## config.mk

```make
export PLATFORM = sky130hd
export DESIGN_NAME = menu_config_controller
export DESIGN_NICKNAME = d
export VERILOG_FILES = /design/src/rtl/menu_config_controller.sv
export SDC_FILE = /design/constraint.sdc
export NUM_CORES = 1
export LEC_CHECK = 0
export CAP_MARGIN = 20
export CORE_MARGIN = 1.5
export CORE_UTILIZATION = 57
export DETAILED_ROUTE_END_ITERATION = 8
export MAX_ROUTING_LAYER = met4
export PLACE_DENSITY = 0.81
export REMOVE_ABC_BUFFERS = 1
export SYNTH_ARGS = -nofsm -noshare
export SYNTH_HDL_FRONTEND = slang
export SYNTH_SLANG_ARGS = --single-unit
```

## constraint.sdc

```tcl
create_clock -name CLK -period 2.98 [get_ports CLK]
set_clock_uncertainty 0.2 [all_clocks]
set_input_delay 0.596 -clock CLK [delete_from_list [all_inputs] [get_ports CLK]]
set_output_delay 0.596 -clock CLK [all_outputs]
set_load 0.05 [all_outputs]
```

## src/rtl/menu_config_controller.sv

```systemverilog
// Rotary-encoder menu: debounces ENTER, runs browse/edit/commit over a
// small bank of configuration words and strobes each committed write.
module menu_config_controller #(
    parameter int NUM_REGS   = 4,
    parameter int DATA_W     = 8,
    parameter int MAX_VAL    = 200,
    parameter int DEB_CYCLES = 50000,
    parameter int TIMEOUT    = 1 << 24
) (
    input  logic                         CLK,
    input  logic                         RST_N,
    input  logic                         UP,
    input  logic                         DOWN,
    input  logic                         ENTER,
    output logic [$clog2(NUM_REGS)-1:0]  SEL,
    output logic                         EDIT_MODE,
    output logic [DATA_W-1:0]            SHOW_VAL,
    output logic                         WR_EN,
    output logic [$clog2(NUM_REGS)-1:0]  WR_ADDR,
    output logic [DATA_W-1:0]            WR_DATA,
    output logic [NUM_REGS*DATA_W-1:0]   CFG_OUT
);

    localparam int SW = $clog2(NUM_REGS);
    localparam int DW = $clog2(DEB_CYCLES + 1);
    localparam int TW = $clog2(TIMEOUT + 1);

    localparam logic [DW-1:0]     DEB_LAST = DW'(DEB_CYCLES - 1);
    localparam logic [TW-1:0]     TO_LAST  = TW'(TIMEOUT - 1);
    localparam logic [DATA_W-1:0] MAXV     = DATA_W'(MAX_VAL);

    typedef enum logic [1:0] {BROWSE, EDIT, COMMIT} state_t;

    state_t                           state_q;
    logic [SW-1:0]                    sel_q;
    logic [DATA_W-1:0]                work_q;
    logic [TW-1:0]                    idle_q;
    logic                             edit_q;
    logic                             wr_en_q;
    logic [SW-1:0]                    wr_addr_q;
    logic [DATA_W-1:0]                wr_data_q;
    logic [NUM_REGS-1:0][DATA_W-1:0]  cfg_q;

    logic [DW-1:0] deb_cnt_q, deb_cnt_d;
    logic          acc_q, acc_d;
    logic          press_q, press_d;

    logic step_up, step_dn;

    assign step_up = UP & ~DOWN;
    assign step_dn = DOWN & ~UP;

    // A level change is accepted only after DEB_CYCLES consecutive cycles.
    always_comb begin
        deb_cnt_d = '0;
        acc_d     = acc_q;
        press_d   = 1'b0;
        if (ENTER != acc_q) begin
            if (deb_cnt_q == DEB_LAST) begin
                acc_d   = ENTER;
                press_d = ENTER;
            end else begin
                deb_cnt_d = deb_cnt_q + DW'(1);
            end
        end
    end

    always_ff @(posedge CLK or negedge RST_N) begin
        if (!RST_N) begin
            deb_cnt_q <= '0;
            acc_q     <= 1'b0;
            press_q   <= 1'b0;
        end else begin
            deb_cnt_q <= deb_cnt_d;
            acc_q     <= acc_d;
            press_q   <= press_d;
        end
    end

    always_ff @(posedge CLK or negedge RST_N) begin
        if (!RST_N) begin
            state_q   <= BROWSE;
            sel_q     <= '0;
            work_q    <= '0;
            idle_q    <= '0;
            edit_q    <= 1'b0;
            wr_en_q   <= 1'b0;
            wr_addr_q <= '0;
            wr_data_q <= '0;
            cfg_q     <= '0;
        end else begin
            wr_en_q <= 1'b0;
            unique case (state_q)
                BROWSE: begin
                    if (press_q) begin
                        work_q  <= cfg_q[sel_q];
                        idle_q  <= '0;
                        edit_q  <= 1'b1;
                        state_q <= EDIT;
                    end else if (step_up) begin
                        sel_q <= sel_q + SW'(1);
                    end else if (step_dn) begin
                        sel_q <= sel_q - SW'(1);
                    end
                end
                EDIT: begin
                    if (press_q) begin
                        wr_en_q   <= 1'b1;
                        wr_addr_q <= sel_q;
                        wr_data_q <= work_q;
                        edit_q    <= 1'b0;
                        state_q   <= COMMIT;
                    end else if (UP | DOWN) begin
                        idle_q <= '0;
                        if (step_up && work_q < MAXV) begin
                            work_q <= work_q + DATA_W'(1);
                        end else if (step_dn && work_q != '0) begin
                            work_q <= work_q - DATA_W'(1);
                        end
                    end else if (idle_q == TO_LAST) begin
                        edit_q  <= 1'b0;
                        state_q <= BROWSE;
                    end else begin
                        idle_q <= idle_q + TW'(1);
                    end
                end
                COMMIT: begin
                    cfg_q[sel_q] <= work_q;
                    state_q      <= BROWSE;
                end
                default: begin
                    edit_q  <= 1'b0;
                    state_q <= BROWSE;
                end
            endcase
        end
    end

    assign SEL       = sel_q;
    assign EDIT_MODE = edit_q;
    assign SHOW_VAL  = edit_q ? work_q : cfg_q[sel_q];
    assign WR_EN     = wr_en_q;
    assign WR_ADDR   = wr_addr_q;
    assign WR_DATA   = wr_data_q;
    assign CFG_OUT   = cfg_q;

endmodule

```

==> impl_metrics.toml <==
[outcome]
outcome = "complete, no violations"

[timing]
final_max_slew_viol_count = 0
fin_crit_sh_pct = 97.4
setup-violations-final = 0
holdWs_ns = 0.0485
finalHoldViolCount = 0
grt_setup_unrepaired = "false"
max_slew.worst_pin.slew_ns = 0.817
tns_ns = 0
fin_crit_ns = 2.90
relSlewSlack_pct = 45.0
fmax_mhz = 345

[layout]
fin_area_um2 = 6370
final_cell_mix = "dfrtp_1, nand2_1, clkdlybuf4s50_1"
area_growth_syn_to_layout_pct = 18.7
multi_input_area_um2 = 2720
drive_gt1_share_pct = 22.5
nets = 586
regArea_um2 = 2480
fillers = 684
n_antenna_cell = 0
final_common_cell = "dfrtp_1"

[worst_setup_path]
crit_buf_inv = 1
cp_max_fo = 15
path_depth = 3
cp_data_arrival_time_ns = 2.11
cp-end-kind = "primary output"
setup.worst_path.class = "reg -> out"
worstReg2RegStart = "work_q[4]"
path_cells = "mux4_2 -> mux2_2 -> buf_4"
critPathMaxStageDelay_ns = 0.79
crit_path_top_delay_cell = "dfrtp_1"
r2r_setup_slack_ns = 0.27
reg2reg_depth = 9
critPathLaunch = "SEL[1]"
critPathRequiredTime_ns = 2.18
crit_family = "flip-flops"
start_kind = "flop"

[cts]
cts.repair_timing.setup_buffer_count = 0
cts_tree = "yes"
htree_levels = 3
cts-buffers-inserted = 9
cts_max_path_buffers = 2
cts_hold_buf = 0
cts_resized = 1
cts_root_buf = "clkbuf_8"
clock_latency_ns = 0.38
clk_pin_slew_ns = 0.09
numClockSinks = 99

[grt]
grt_use_total_pct = 27.9
overflow = 0
antenna_found_initial = 0
grt_pass1_vias = 4194
grt_pass1_wl_um = 21100
grt_max_degree = 53

[placed_design]
placed_cell_area_um2 = 6170
gp_congestion = 0.933
port-buffer-count = 58
hpwl_um = 8960

[synthesis]
synth-edff-count = 0
synth_top_area_cell = "dfrtp_1"
synthDistinctLibCells = 65
seq_area_frac_synth_pct = 46.2
synth-seq-cells = 99
synth_top_area_share_pct = 46.2
synthArstFlopShare_pct = 100
synth_area_um2 = 5360
synth_ff_type = "dfrtp_1"
syn_inst = 489
synthTopCellsByArea = "dfrtp_1, mux2_2, nand2_1, mux4_2, a31oi_4"
avgSynthCellArea_um2 = 11.0
yosysWarnings = 0

[worst_hold_path]
hp-class = "in -> async"

[drt]
drc = 0
detail_route.vias_per_cell = 6.08
drt_iter0_drc = 176
finalWirelength_um = 12800
ant_nets = 0
num_vias = 4157
wl_per_cell_um = 18.7
first_pass_iters = 5

[floorplanning]
row_count = 35
dieWidth_um = 100
ios = 59
die_area_um2 = 10000
start_util_pct = 58.3
die_y_um = 100
core_um2 = 9200

[job]
cap_violations = 0

[power]
ir_worst_vdd_uv = 363
powerDensity_nw_per_um2 = 576
leakage_uw = 0.00278
==> Yosys cell counts, types with 2 or more instances <==
cell type   n
dfrtp_1    99
nor4_2      2
nand2b_1    2
buf_4       3
buf_6       3
a21oi_1    17
nor2b_1     4
o22a_1      4
inv_1       5
nor2_1     44
mux2_2     43
ha_1       12
xor2_1     13
buf_2       3
nor4_1      2
a211oi_1    4
nor3_1      6
a31oi_1     8
nor3b_1     4
nand2_1    63
mux2i_1     5
xnor2_1     8
nand3_1    21
nand4_1     5
a31oi_4     8
a41oi_1     5
or3_1       2
o311ai_0    3
a211o_1     2
mux4_2      8
and4_1      2
a21o_1      4
clkbuf_1   10
nor4b_2     3
o21ai_0    15
o22ai_1     2
o21a_1      2
o31ai_1     2
o211ai_1    4
and3_1     12
==> final timing paths <==
path | end
min | idle_q[12]
max | SHOW_VAL[2]
min in group CLK | WR_DATA[7]
max reg2reg | work_q[7]
min reg2reg | WR_DATA[7]
max in group asynchronous | SEL[1]
==> power breakdown <==
group	internal (uW)	switching (uW)	total (uW)
Combinational	511	697	1210
Sequential	1420	174	1600
Clock	343	519	862
Total	2280	1390	3670
==> state kept, by name, indices dropped and copies added (netlist names) <==
name / cells
CFG_OUT: 32
idle_q: 25
deb_cnt_q: 16
WR_DATA: 8
work_q: 8
SEL: 2
WR_ADDR: 2
state_q: 2
EDIT_MODE: 1
WR_EN: 1
acc_q: 1
press_q: 1
==> cells by family (layout without fill, tap and decap cells) <==
group | after synthesis | in the layout | share of synthesized area, %
and+or+nand+nor | 182 | 182 | 17.1
DFF | 99 | 99 | 46.2
AOI/OAI and AO/OA | 90 | 90 | 13.7
muxes | 56 | 56 | 13.3
buffers and inverters | 28 | 112 | 3.01
xor gates and xnor gates | 21 | 21 | 3.43
adders and majority gates | 13 | 13 | 3.17
==> stage by stage <==
stage / instances / utilization [%] / worst slack (ns) / total power [uW]
final: 684 / 69.2 / 0.0784 / 3670
after global routing: 684 / 69.2 / 0.00371 / 3840
after CTS: 684 / 69.2 / 0.0724 / 3680
after detailed placement: 668 / 67.1 / -0.132 / 2820
after global placement: 668 / 67.1 / -0.0715 / 2790
after floorplan: 468 / - / 0.169 / 2340
==> layout make-up <==
| class | count | share of cell area, % |
|---|---|---|
| clock inverters | 6 | 0.884 |
| multi-input cells | 362 | 42.8 |
| inverters | 7 | 0.452 |
| well taps | 111 | 2.18 |
| repair buffers | 89 | 12.6 |
| clock buffers | 10 | 2.16 |
| flip-flops and latches | 99 | 38.9 |
==> metal layers <==
metal  part of all wire, %  wire length (um)  track usage [%]  up-vias
met1                    45              5710             37.7     2072
met5                     0                 0                -        -
li1                      -                 -                -     1942
met3                   5.1               648             4.60       19
met2                    49              6230             43.6      124
met4                   1.7               221             8.88        0
No activity file was read; power rests on OpenSTA's default activity.
